`src/rtl/alu_unit_pkg.sv`:
```
// Shared constants for the ALU: operation encodings and status-flag bit positions.
package alu_unit_pkg;

  localparam int unsigned ALU_W = 32;

  localparam logic [1:0] ALU_AND = 2'b00;
  localparam logic [1:0] ALU_ORR = 2'b01;
  localparam logic [1:0] ALU_ADD = 2'b10;
  localparam logic [1:0] ALU_SUB = 2'b11;

  localparam int unsigned FLAG_N = 3;
  localparam int unsigned FLAG_Z = 2;
  localparam int unsigned FLAG_C = 1;
  localparam int unsigned FLAG_V = 0;

endpackage

```
`src/rtl/alu_adder.sv`:
```
// 32-bit adder with carry-in; reports carry-out and signed overflow of the sum.
module alu_adder
  import alu_unit_pkg::*;
(
  input  logic [ALU_W-1:0] a,
  input  logic [ALU_W-1:0] b,
  input  logic             cin,
  output logic [ALU_W-1:0] sum,
  output logic             cout,
  output logic             ovf
);

  logic [ALU_W:0] sum_ext;

  // 33-bit sum keeps the carry out of bit 31; overflow when like-signed inputs give an unlike-signed result
  always_comb begin
    sum_ext = {1'b0, a} + {1'b0, b} + {{ALU_W{1'b0}}, cin};
    sum     = sum_ext[ALU_W-1:0];
    cout    = sum_ext[ALU_W];
    ovf     = (a[ALU_W-1] == b[ALU_W-1]) && (sum_ext[ALU_W-1] != a[ALU_W-1]);
  end

endmodule

```
`src/rtl/alu_unit.sv`:
```
// Datapath ALU: AND/ORR/ADD/SUB with combinational NZCV and a registered status word
// updated under separate N/Z and C/V write enables.
module alu_unit
  import alu_unit_pkg::*;
(
  input  logic             clk,
  input  logic             reset,
  input  logic [ALU_W-1:0] SrcA,
  input  logic [ALU_W-1:0] SrcB,
  input  logic [1:0]       ALUcontrol,
  input  logic [1:0]       FlagWrite,
  output logic [ALU_W-1:0] ALUResult,
  output logic             Zero,
  output logic             Negative,
  output logic             Carry,
  output logic             Overflow,
  output logic [3:0]       Flags
);

  logic [ALU_W-1:0] add_b;
  logic [ALU_W-1:0] add_sum;
  logic             add_cout;
  logic             add_ovf;
  logic             is_arith;
  logic [3:0]       flags_d;
  logic [3:0]       flags_q;

  // SUB reuses the adder as SrcA + ~SrcB + 1, selected by the low opcode bit
  assign add_b    = ALUcontrol[0] ? ~SrcB : SrcB;
  assign is_arith = ALUcontrol[1];

  alu_adder u_adder (
    .a    (add_b ^ add_b ^ SrcA),
    .b    (add_b),
    .cin  (ALUcontrol[0]),
    .sum  (add_sum),
    .cout (add_cout),
    .ovf  (add_ovf)
  );

  // Result mux over logic ops and the shared adder
  always_comb begin
    ALUResult = '0;
    case (ALUcontrol)
      ALU_AND: ALUResult = SrcA & SrcB;
      ALU_ORR: ALUResult = SrcA | SrcB;
      ALU_ADD: ALUResult = add_sum;
      ALU_SUB: ALUResult = add_sum;
      default: ALUResult = '0;
    endcase
  end

  // Condition flags; C and V are forced low for the logic ops
  always_comb begin
    Negative = ALUResult[ALU_W-1];
    Zero     = (ALUResult == '0);
    Carry    = is_arith & add_cout;
    Overflow = is_arith & add_ovf;
  end

  // Next status word: each pair loads only when its write enable is set
  always_comb begin
    flags_d = flags_q;
    if (FlagWrite[1]) begin
      flags_d[FLAG_N] = Negative;
      flags_d[FLAG_Z] = Zero;
    end
    if (FlagWrite[0]) begin
      flags_d[FLAG_C] = Carry;
      flags_d[FLAG_V] = Overflow;
    end
  end

  // Status register; reset clears it immediately and overrides any edge update
  always_ff @(posedge clk or posedge reset) begin
    if (reset) flags_q <= 4'b0000;
    else       flags_q <= flags_d;
  end

  assign Flags = flags_q;

endmodule

```
`config.mk`:
```
export PLATFORM = sky130hd
export DESIGN_NAME = alu_unit
export DESIGN_NICKNAME = d
export VERILOG_FILES = /design/src/rtl/alu_unit_pkg.sv /design/src/rtl/alu_adder.sv /design/src/rtl/alu_unit.sv
export SDC_FILE = /design/constraint.sdc
export NUM_CORES = 1
export LEC_CHECK = 0
export BUFFER_PORTS_ARGS = -buffer_cell sky130_fd_sc_hd__clkbuf_2
export CAP_MARGIN = 40
export CORE_AREA = 2 2 102 104
export DETAILED_ROUTE_END_ITERATION = 6
export DIE_AREA = 0 0 104 106
export MAX_ROUTING_LAYER = met4
export PLACE_DENSITY_LB_ADDON = 0.2
export REMOVE_ABC_BUFFERS = 1
export SLEW_MARGIN = 5
export SYNTH_ARGS = -nofsm -noshare
export SYNTH_HDL_FRONTEND = slang
export SYNTH_SLANG_ARGS = --single-unit
```
`constraint.sdc`:
```
create_clock -name clk -period 16.4 [get_ports clk]
set_clock_uncertainty 0.15 [all_clocks]
set_input_delay 4.92 -clock clk [delete_from_list [all_inputs] [get_ports clk]]
set_output_delay 4.92 -clock clk [all_outputs]
set_load 0.01 [all_outputs]
```
==> metrics.txt <==
crit-path max FO=36; initial antenna violation count=0; clk buf depth=2; Die Y=106 um; die width=between 100 and 150 um; setup TNS=0 ns; Initial DRC Count=182; worst-margin pin slew=between 0.7 and 0.8 ns; setup bufs post-CTS=0; R2R Path Start=Flags[1]; Post-synth EDFFs=0; Synth top area share=between 10 and 15%; CP Cell Sequence=buf_2 -> buf_4 -> xor2_1 -> ha_1 -> a21oi_1 -> o21ai_1 -> a211oi_2 -> inv_1 -> or4_1 -> nor3_1 -> nor3b_1 -> or4b_1 -> nor3_1 -> clkbuf_2; initial core utilization=approximately a third; Critical Path Slowest Stage Cell=or4b_1; Total Wirelength=10900 um; Setup crit start kind=input pin; CTS root buffer=clkbuf_8; Hold Path End=Flags[2]; vias per std cell=approximately 5.6; hold_buf cts=0; area grow syn2layout=19.9%; drt first pass iters=4; largest cells by area after synthesis=ha_1 (14%), xor2_1 (9.8%), maj3_1 (7.1%); Unique masters post-synth=79; number of nets still failing antenna checks after routing=0; CP most frequent cell=nor3_1; Diodes inserted=0; clock sink total=4; max_cap viols=0; data required time at the worst endpoint=11.33 ns; post-synthesis async set-or-reset flop share=100%; Hold Path Class=reg2reg; Setup crit end kind=output pin; vias in the first global route=about 3800; hpwl dp=9080 um; Core ar.=about 10000 um2; Layout Nets=slightly below 700; Post-Syn Instances=~480; worst reg2reg path depth=1; global-route wire length before repair=17800 um; PD cells=57.6 nW/um2; flops & latches, synth=4; RSZ-0062 raised after global routing=no; All-Layer GR Usage=19.6%; CP max stage delay=0.56 ns; Pleak=about 1.8 nW; Ys Warns=0; post-synthesis average cell area=approximately 7.2 um2; Worst VDD drop=0.0274 mV; layout cell share with drive strength beyond 1=between 20 and 25%; total grt overflow=0; Worst-path clk slew=around 0.03 ns; area leader, netlist=ha_1; # DRC=0; largest net degree at the start of global routing=50; DR vias=about 4000; main flop type after synthesis=dfrtp_1; GP Congestion=about 0.9; status=completed; CTS Buf Count=3; CP Class=in2out; worst hold path startpoint=Flags[2]; sequential-to-total area share from yosys stat=under 10%; arrival time worst endpoint=between 9 and 10 ns; crit share post-route=87.1%; Final Hold Fails=0; row count=37; R2R setup slack=between 15 and 20 ns; Routed wire per std cell=around 15 um; Hold Crit Depth=2; clk_lat worst skew=about 0.21 ns; H-tree depth=1; Critical R2R Capture=Flags[1]; cell area after synthesis=between 3000 and 4000 um2; Core Util, Final=about two fifths; PortBufs=between 100 and 150; Max Transition Viols Final=0; post_cts resized=0; num ports=110; CTS tree=done; die area=11000 um2; Fmax=approximately 70 MHz; Slew HR=51.2%; Largest register FFs=4; setup violators final=0; fin crit period=about 14 ns
## worst max-delay path, delay by kind of cell
| family | cells | cell delay [ns] |
|---|---|---|
| and+or+nand+nor | 5 | 1.50 |
| buffers and inverters | 4 | 1.32 |
| AOI/OAI and AO/OA | 3 | 0.89 |
| adders and majority gates | 1 | 0.41 |
| xor gates and xnor gates | 1 | 0.13 |
## per-layer routing
layer	wire (um)	up-vias	share of wire (%)	global-route usage (%)
met5	0	-	0	-
met1	4980	1826	46	25.3
met4	87	0	0.80	2.99
met3	634	8	5.8	2.15
met2	5200	125	48	34.0
li1	-	1990	-	-
## placed cells by master, fill, tap and decap left out, drive strengths merged, types with 5 or more instances in the layout
cell / count
nor3: 12
ha: 39
nand3: 6
a21o: 8
clkbuf: 111
maj3: 25
xnor2: 8
and2: 5
mux2: 5
a31oi: 8
nand2: 50
o21ai: 43
xor2: 38
o211ai: 7
a21oi: 46
nand4: 7
nor2: 36
a211oi: 11
inv: 11
o22ai: 5
## per-stage QoR
step | std cells | worst slack (ns) | cell area (um2) | power [mW] | hold WS, ns
after floorplan | 454 | 3.52 | 3300 | 0.147 | 0.368
after global placement | 702 | 2.22 | 4040 | 0.213 | 0.329
after detailed placement | 702 | 2.15 | 4040 | 0.214 | 0.330
after CTS | 705 | 2.15 | 4080 | 0.236 | 0.338
after global routing | 705 | 1.76 | 4080 | 0.259 | 0.359
final | 705 | 2.11 | 4080 | 0.235 | 0.334
## worst max path at each step
stage,startpoint,endpoint,slack (ns),cells past startpoint
CTS,ALUcontrol[0],Zero,2.15,14
floorplan,ALUcontrol[0],Zero,3.52,12
finish,ALUcontrol[0],Zero,2.11,14
detailed placement,ALUcontrol[0],Zero,2.15,14
global route,ALUcontrol[0],Zero,1.76,14
global placement,ALUcontrol[0],Zero,2.22,14
## where the power goes
part / total, mW / internal (mW) / leakage (nW) / switching [mW]
Clock: 0.0198 / 0.0156 / 0.0216 / 0.00426
Combinational: 0.204 / 0.0809 / 1.70 / 0.123
Sequential: 0.0119 / 0.0113 / 0.0519 / 0.000616
## cells by family (layout without fill, tap and decap cells)
kind of cell / Yosys count / count (layout) / synth area share (%)
AOI/OAI and AO/OA: 170 / 170 / 34.0
and+or+nand+nor: 149 / 149 / 22.0
adders and majority gates: 65 / 65 / 22.3
xor gates and xnor gates: 46 / 46 / 11.8
buffers and inverters: 34 / 127 / 4.34
muxes: 8 / 8 / 2.65
DFF: 4 / 4 / 2.94
## Yosys cell counts (3+ instances only)
| library cell | n |
|---|---|
| a211oi_1 | 9 |
| o21bai_1 | 3 |
| nor2_1 | 34 |
| o21a_1 | 3 |
| or3_1 | 4 |
| inv_1 | 11 |
| nand2b_1 | 4 |
| buf_2 | 7 |
| o211ai_1 | 7 |
| o2111ai_1 | 3 |
| clkbuf_1 | 7 |
| a22oi_1 | 3 |
| nor3_1 | 12 |
| a21o_1 | 8 |
| a21oi_1 | 44 |
| buf_1 | 6 |
| o21ai_0 | 34 |
| o22ai_1 | 5 |
| ha_1 | 39 |
| and2_1 | 5 |
| a311oi_1 | 3 |
| xor2_1 | 38 |
| nand2_1 | 49 |
| nor4_1 | 4 |
| o21ai_1 | 8 |
| dfrtp_1 | 4 |
| nand4_1 | 7 |
| maj3_1 | 24 |
| nand3_1 | 6 |
| o311ai_0 | 3 |
| xnor2_1 | 8 |
| o31ai_1 | 4 |
| a31oi_1 | 8 |
| mux2_2 | 5 |
| and3_1 | 4 |
## layout make-up
type | count | area [um2]
repair buffers | 112 | 568
flip-flops and latches | 4 | 100
clock buffers | 3 | 41.3
fillers | 1136 | 5920
multi-input cells | 438 | 3160
inverters | 12 | 45.0
well taps | 136 | 170
No activity file was read; power rests on OpenSTA's default activity.
